### src/rtl/ecs_bit_window.sv
// MSB-aligned bit window between the SOS parser and the Huffman decoder.
// Collects serial ECS bits and exposes a PEEK_W-bit peek with same-edge consume.
module ecs_bit_window #(
    parameter int WIN_W  = 32,
    parameter int PEEK_W = 16,
    parameter int CNT_W  = 6,
    parameter int CON_W  = 5
) (
    input  logic              i_sysclk,
    input  logic              i_arst,
    input  logic              i_start,
    input  logic              i_scan_en,
    input  logic              i_ecs_bit,
    output logic              o_re,
    input  logic [CON_W-1:0]  i_consume,
    output logic [PEEK_W-1:0] o_peek,
    output logic [CNT_W-1:0]  o_level,
    output logic              o_valid,
    output logic              o_err
);

    localparam logic [CON_W-1:0] PEEK_C   = CON_W'(PEEK_W);
    localparam logic [CNT_W-1:0] PEEK_L   = CNT_W'(PEEK_W);
    localparam logic [CNT_W-1:0] LVL_FULL = CNT_W'(WIN_W);
    localparam logic [CNT_W-1:0] LVL_TOP  = CNT_W'(WIN_W - 1);
    localparam logic [CNT_W-1:0] LVL_RE   = CNT_W'(WIN_W - 3);

    logic [WIN_W-1:0] win_q, win_d, win_pc;
    logic [CNT_W-1:0] level_q, level_d, lvl_pc, ins_idx;
    logic [CON_W-1:0] cons_eff;
    logic             err_q, err_d, re_q, re_d;
    logic             over, ovf;

    always_comb begin
        over     = (CNT_W'(i_consume) > level_q) || (i_consume > PEEK_C);
        cons_eff = over ? '0 : i_consume;
        lvl_pc   = level_q - CNT_W'(cons_eff);
        win_pc   = win_q << cons_eff;
        ovf      = i_scan_en && (lvl_pc == LVL_FULL);
        ins_idx  = LVL_TOP - lvl_pc;

        win_d   = win_pc;
        level_d = lvl_pc;
        err_d   = err_q | over | ovf;

        // Consume is applied first; the new bit lands just below the surviving bits.
        if (i_scan_en && !ovf) begin
            win_d   = win_pc | (WIN_W'(i_ecs_bit) << ins_idx);
            level_d = lvl_pc + CNT_W'(1);
        end

        // A new scan flushes everything but keeps a same-cycle bit as the first one.
        if (i_start) begin
            win_d          = '0;
            win_d[WIN_W-1] = i_ecs_bit & i_scan_en;
            level_d        = CNT_W'(i_scan_en);
            err_d          = 1'b0;
        end

        re_d = (level_d <= LVL_RE);
    end

    always_ff @(posedge i_sysclk) begin
        if (i_arst) begin
            win_q   <= '0;
            level_q <= '0;
            err_q   <= 1'b0;
            re_q    <= 1'b0;
        end else begin
            win_q   <= win_d;
            level_q <= level_d;
            err_q   <= err_d;
            re_q    <= re_d;
        end
    end

    assign o_peek  = win_q[WIN_W-1 -: PEEK_W];
    assign o_level = level_q;
    assign o_valid = (level_q >= PEEK_L);
    assign o_err   = err_q;
    assign o_re    = re_q;

endmodule

### config.mk
export PLATFORM = sky130hd
export DESIGN_NAME = ecs_bit_window
export DESIGN_NICKNAME = d
export VERILOG_FILES = /design/src/rtl/ecs_bit_window.sv
export SDC_FILE = /design/constraint.sdc
export NUM_CORES = 1
export LEC_CHECK = 0
export BUFFER_PORTS_ARGS = -buffer_cell sky130_fd_sc_hd__buf_2
export CAP_MARGIN = 0
export CORE_ASPECT_RATIO = 1.5
export CORE_MARGIN = 3
export CORE_UTILIZATION = 55
export DETAILED_ROUTE_END_ITERATION = 10
export PLACE_DENSITY = 0.74
export RECOVER_POWER = 50
export REMOVE_ABC_BUFFERS = 1
export SYNTH_ARGS = -nofsm -noshare
export SYNTH_HDL_FRONTEND = slang
export SYNTH_SLANG_ARGS = --single-unit
export TNS_END_PERCENT = 30
### constraint.sdc
create_clock -name i_sysclk -period 6.7 [get_ports i_sysclk]
set_input_delay 1.34 -clock i_sysclk [delete_from_list [all_inputs] [get_ports i_sysclk]]
set_output_delay 1.34 -clock i_sysclk [all_outputs]
set_load 0.005 [all_outputs]
Word level (Yosys, flattened, before mapping)
Cells that the tools add are included.
{ "classes": {"n_addsub": 3, "n_lt_le_gt_ge": 4, "n_eq_ne": 1, "shift": 2, "mux": 5, "bitwise_logic": 4, "reduce_logical": 5} }
{ "ops": {"columns": ["op", "count"], "rows": [
  ["32-bit two-way mux", 2],
  ["32-bit OR", 1],
  ["1-bit by 6-bit left shift with 32-bit output", 1],
  ["32-bit by 5-bit left shift with 32-bit output", 1],
  ["6-bit two-way mux", 2],
  ["6-bit by 1-bit adder with 6-bit output, second input constant", 1],
  ["6-bit equality test, second input constant", 1],
  ["6-bit by 5-bit greater-or-equal comparator with 1-bit output, second input constant", 1],
  ["5-bit by 6-bit > comparator with 1-bit output", 1],
  ["6-bit by 5-bit less-or-equal comparator with 1-bit output, second input constant", 1],
  ["5-bit by 6-bit subtractor with 6-bit output, first input constant", 1],
  ["6-bit by 5-bit subtractor with 6-bit output", 1],
  ["5-bit > comparator, second input constant", 1],
  ["5-bit two-way mux", 1],
  ["1-bit logical AND", 2],
  ["1-bit OR", 2],
  ["2-bit OR reduction", 1],
  ["1-bit bitwise AND", 1],
  ["1-bit logical NOT", 1],
  ["1-bit logical OR", 1]
]} }
{ "word_totals": {"regBits": 40, "out_inout_bits": 25, "wordCells": 29} }

Logic depth before layout (Yosys ltp)
{ "depth": {"depth_word": 11, "depth_mapped": 20} }

Least setup slack after synthesis
No wires, ideal clock.
{ "synth_path": {"kind": "in2reg", "from": "input i_consume[0]", "to": "register win_q[9]", "setup_ps": 122, "arrival_time_ps": 5425, "required_time_ps": 6578, "setup_slack_ps": 1153, "cell_stages": 19, "cell_sequence": "buf_2 > buf_2 > buf_1 > inv_1 > ha_1 > nor2b_1 > o21bai_1 > a211oi_4 > nor2_1 > inv_1 > clkbuf_1 > ha_1 > nor2b_1 > o31a_1 > mux2_2 > or2_2 > nand3_1 > nor3_1 > a221o_1"} }
{ "synth_between": {"elab_chain_cells": 9, "word_cells_on_any_way": 14} }
{ "synth_rtl": {"columns": ["item", "line", "text"], "rows": [
  ["from (decl)", "15", "input logic [CON_W-1:0] i_consume,"],
  ["5-bit by 6-bit > comparator with 1-bit output or 5-bit > comparator (tied branches)", "35", "over = (CNT_W'(i_consume) > level_q) || (i_consume > PEEK_C);"],
  ["1-bit logical OR", "35", null],
  ["5-bit two-way mux (*)", "36", "cons_eff = over ? '0 : i_consume;"],
  ["branches (longest 5 deep; another with 6-bit by 5-bit subtractor with 6-bit output)", null, null],
  ["32-bit two-way mux (*)", "47", "if (i_scan_en && !ovf) begin"],
  ["to (signal assigned)", "70", "win_q <= win_d;"],
  ["to (decl)", "28", "logic [WIN_W-1:0] win_q, win_d, win_pc;"]
]} }
Every way passes the cells marked *.
A chain may end at the register's enable or synchronous reset.

Final worst setup path
{ "layout_path": {"from": "input i_consume[4]", "to": "register win_q[14]"} }
The elaborated chain is that of the path after synthesis.

==> metrics.md <==
| Metric | Value |
|---|---|
| Status | `complete, no violations` |
| Vias in the first global route | `4522` |
| Starting Density | `57.97%` |
| Cell Area, Synth | `4053 sq um` |
| R2R Setup Slk | `1660 ps` |
| Hold crit path type | `register to register` |
| Critical Setup Path Class | `primary input to register` |
| Crit-path cells | `buf_2, ha_1, nand3_1, o21bai_1, a211oi_4, nor2_1, clkbuf_1, clkinv_1, ha_1, nor2b_1, o21ai_0, nand2b_1, xor2_1, nand3_1, nor3b_1, nand2_1, o21ai_0` |
| RSZ-0062 raised after global routing | `false` |
| Setup repair bufs after CTS | `0` |
| Post-route ant nets | `0` |
| Worst R2R Path Depth | `17` |
| DR vias | `4938` |
| Clock Root Buffer | `clkbuf_8` |
| H-Tree Depth | `2` |
| Clk_skew | `14.27 ps` |
| # hold bufs at CTS | `0` |
| CP Max Fanout | `23` |
| Drt total wl | `17020 um` |
| Fin area | `4243 sq um` |
| WL per Instance | `25.44 um` |
| Placed inst area | `4160 sq um` |
| HPWL after DPL | `12460 um` |
| GR Overflow Total | `0` |
| Synth Flop Type | `dfxtp_1` |
| Largest net degree at the start of global routing | `46` |
| Die Height | `111.1 um` |
| Final Critical Period | `5863 ps` |
| Reg clk slew, reported paths | `80 ps` |
| Synthesis-to-layout area growth | `4.693%` |
| Delay-heaviest family, CP | `simple AND/OR/NAND/NOR gates` |
| Synth warn | `0` |
| Core area | `6990 sq um` |
| Startpoint Class | `primary input` |
| Clock sinks | `40` |
| Pwr/cell area | `331.3 nW/um^2` |
| Synth unique cells | `66` |
| Maximum clock rate | `0.1706 GHz` |
| Post-synth EDFFs | `0` |
| Clk buf depth | `2` |
| TNS Setup | `0 ps` |
| DRC violation count after routing | `0` |
| GRT Util Overall | `39.24%` |
| Synthesized netlist cell count | `572` |
| Post-synth top area share | `19.76%` |
| Leakage component of the power | `0.001620 uW` |
| Buf/Inv on CP | `3` |
| Final Hold Vio Count | `0` |
| Final nets | `594` |
| Vias per inst | `7.381` |
| Initial antenna violation count | `0` |
| Mean Syn Cell Area | `7.085 sq um` |
| Die area | `8455 sq um` |
| #FFs+latches synth | `40` |
| CP startpoint | `i_consume[4]` |
| DR iter-0 viols | `1076` |
| Slowest cell on the critical path | `nor3b_1` |
| Area contributors post-synth | `dfxtp_1 (20%), mux2i_1 (6.7%), nand2_1 (5.8%)` |
| Yosys top cell by area | `dfxtp_1` |
| Slew Viols, Final | `0` |
| # port buffers | `34` |
| Worst setup path end | `win_q[14]` |
| Critical path capture point type | `register` |
| Reg2Reg Capture Point | `win_q[14]` |
| Sequential-to-total area share from yosys stat | `19.76%` |
| Clock latency on the worst-skew pair | `310 ps` |
| Peak supply drop | `0.2684 mV` |
| Io pins | `35` |
| Iteration count of the initial detailed-routing pass | `9` |
| TritonCTS clock tree | `built` |
| # setup viols final | `0` |
| Post-CTS resize count | `0` |
| Max Cap Violations | `0` |
| Most frequent cells in the layout | `nand2_1 (63), nor2_1 (56), a21oi_1 (40), dfxtp_1 (40), o21ai_0 (30)` |
| RePlAce Congestion | `1.085` |
| Critical Path RT | `6920 ps` |
| Fraction of registers with async set/reset | `0%` |
| N_diodes | `0` |
| Std-Cell Rows | `37` |
| CP arrival | `6090 ps` |
| CTS Buf Count | `5` |
| Pwr Total | `1406 uW` |
| Commonest non-fill, non-tap cell in the layout | `nand2_1` |
| Reg-to-Reg Start | `o_level[1]` |
| Final period util | `87.51%` |
| Share of cells above drive strength 1 | `10.66%` |
| Critical path depth | `17` |
| Global-route wire length before repair | `26080 um` |
| Worst-Margin Slew | `937.3 ps` |
| Die Span X | `76.09 um` |
| Slew headroom | `35.90%` |
| Crit path largest cell delay | `730 ps` |
tightest hold or removal path, cell delays in order, from the launching register on:
cell	delay, ps
dfxtp_1	340
a21oi_1	50
a31oi_1	140
how the worst min path moves through the flow:
stage / start / to / cells past startpoint
after floorplan: o_err / o_err / 2
after global placement: o_err / o_err / 2
after detailed placement: o_err / o_err / 2
after CTS: o_err / o_err / 2
after global routing: o_err / o_err / 2
final: o_err / o_err / 2
stage by stage:
stage | util (%) | std cells | hold slack [ps] | setup slack, ps
floorplan | - | 519 | 537.2 | 632.5
global placement | 59.51 | 661 | 536.1 | 1308
detailed placement | 59.51 | 661 | 533.2 | 1180
CTS | 60.86 | 669 | 559.6 | 1475
global route | 60.69 | 669 | 609.4 | 517.7
finish | 60.69 | 669 | 556.0 | 836.8
where the power goes:
group	leakage [uW]	switching [uW]	total, uW	internal (uW)
Combinational	0.00125	595	906	311
Clock	0.0000445	95.6	180	84.0
Sequential	0.000325	49.9	320	271
synthesized netlist by cell type, drive strengths merged, types with 2 or more instances:
cell,number
o211ai,8
o21bai,5
a21oi,40
o21ai,31
a221oi,5
a211o,2
clkbuf,21
dfxtp,40
nor2,57
o32ai,3
a41oi,2
ha,12
xnor2,7
o32a,2
or3,3
and3,5
o21a,4
a2bb2oi,4
o22a,2
o22ai,13
a22oi,15
nor2b,9
a31oi,9
nor4,5
xor2,4
nand3,18
o2bb2ai,2
clkinv,3
o221ai,11
mux2i,27
inv,19
a221o,2
o221a,2
nor3,29
nand2b,7
a211oi,12
a21o,7
a22o,2
buf,32
nand2,63
and2,2
mux2,4
or2,4
cell families after synthesis:
logic type      count (synthesis)  share of synthesized area (%)
buf+inv                        75                          8.676
flops                          40                          19.76
mux                            32                          8.336
fa+ha+maj                      13                          4.199
simple gates                  205                          23.12
compound gates                196                          33.53
xor+xnor                       11                          2.377
registers in the layout, indices dropped and copies added (netlist names):
signal / flops
o_err: 1
o_level: 6
o_re: 1
win_q: 32
layout make-up:
class	instances	area (sq um)
inverter	22	82.58
clock buffer	7	86.33
multi-input combinational	457	2903
sequential	40	800.8
timing repair buffer	45	241.5
tap	97	121.4
fill	678	2748
clock inverter	1	7.507
metal layers:
metal	routed length, um	up-vias	global-route usage (%)	share of wire [%]
met3	2256	131	10.24	13
met5	0	-	0	0
met2	7568	491	63.45	44
met4	1395	0	23.94	8.2
met1	5796	2203	46.14	34
li1	-	2113	-	-
Note: power is estimated with default switching activity, not from simulation.
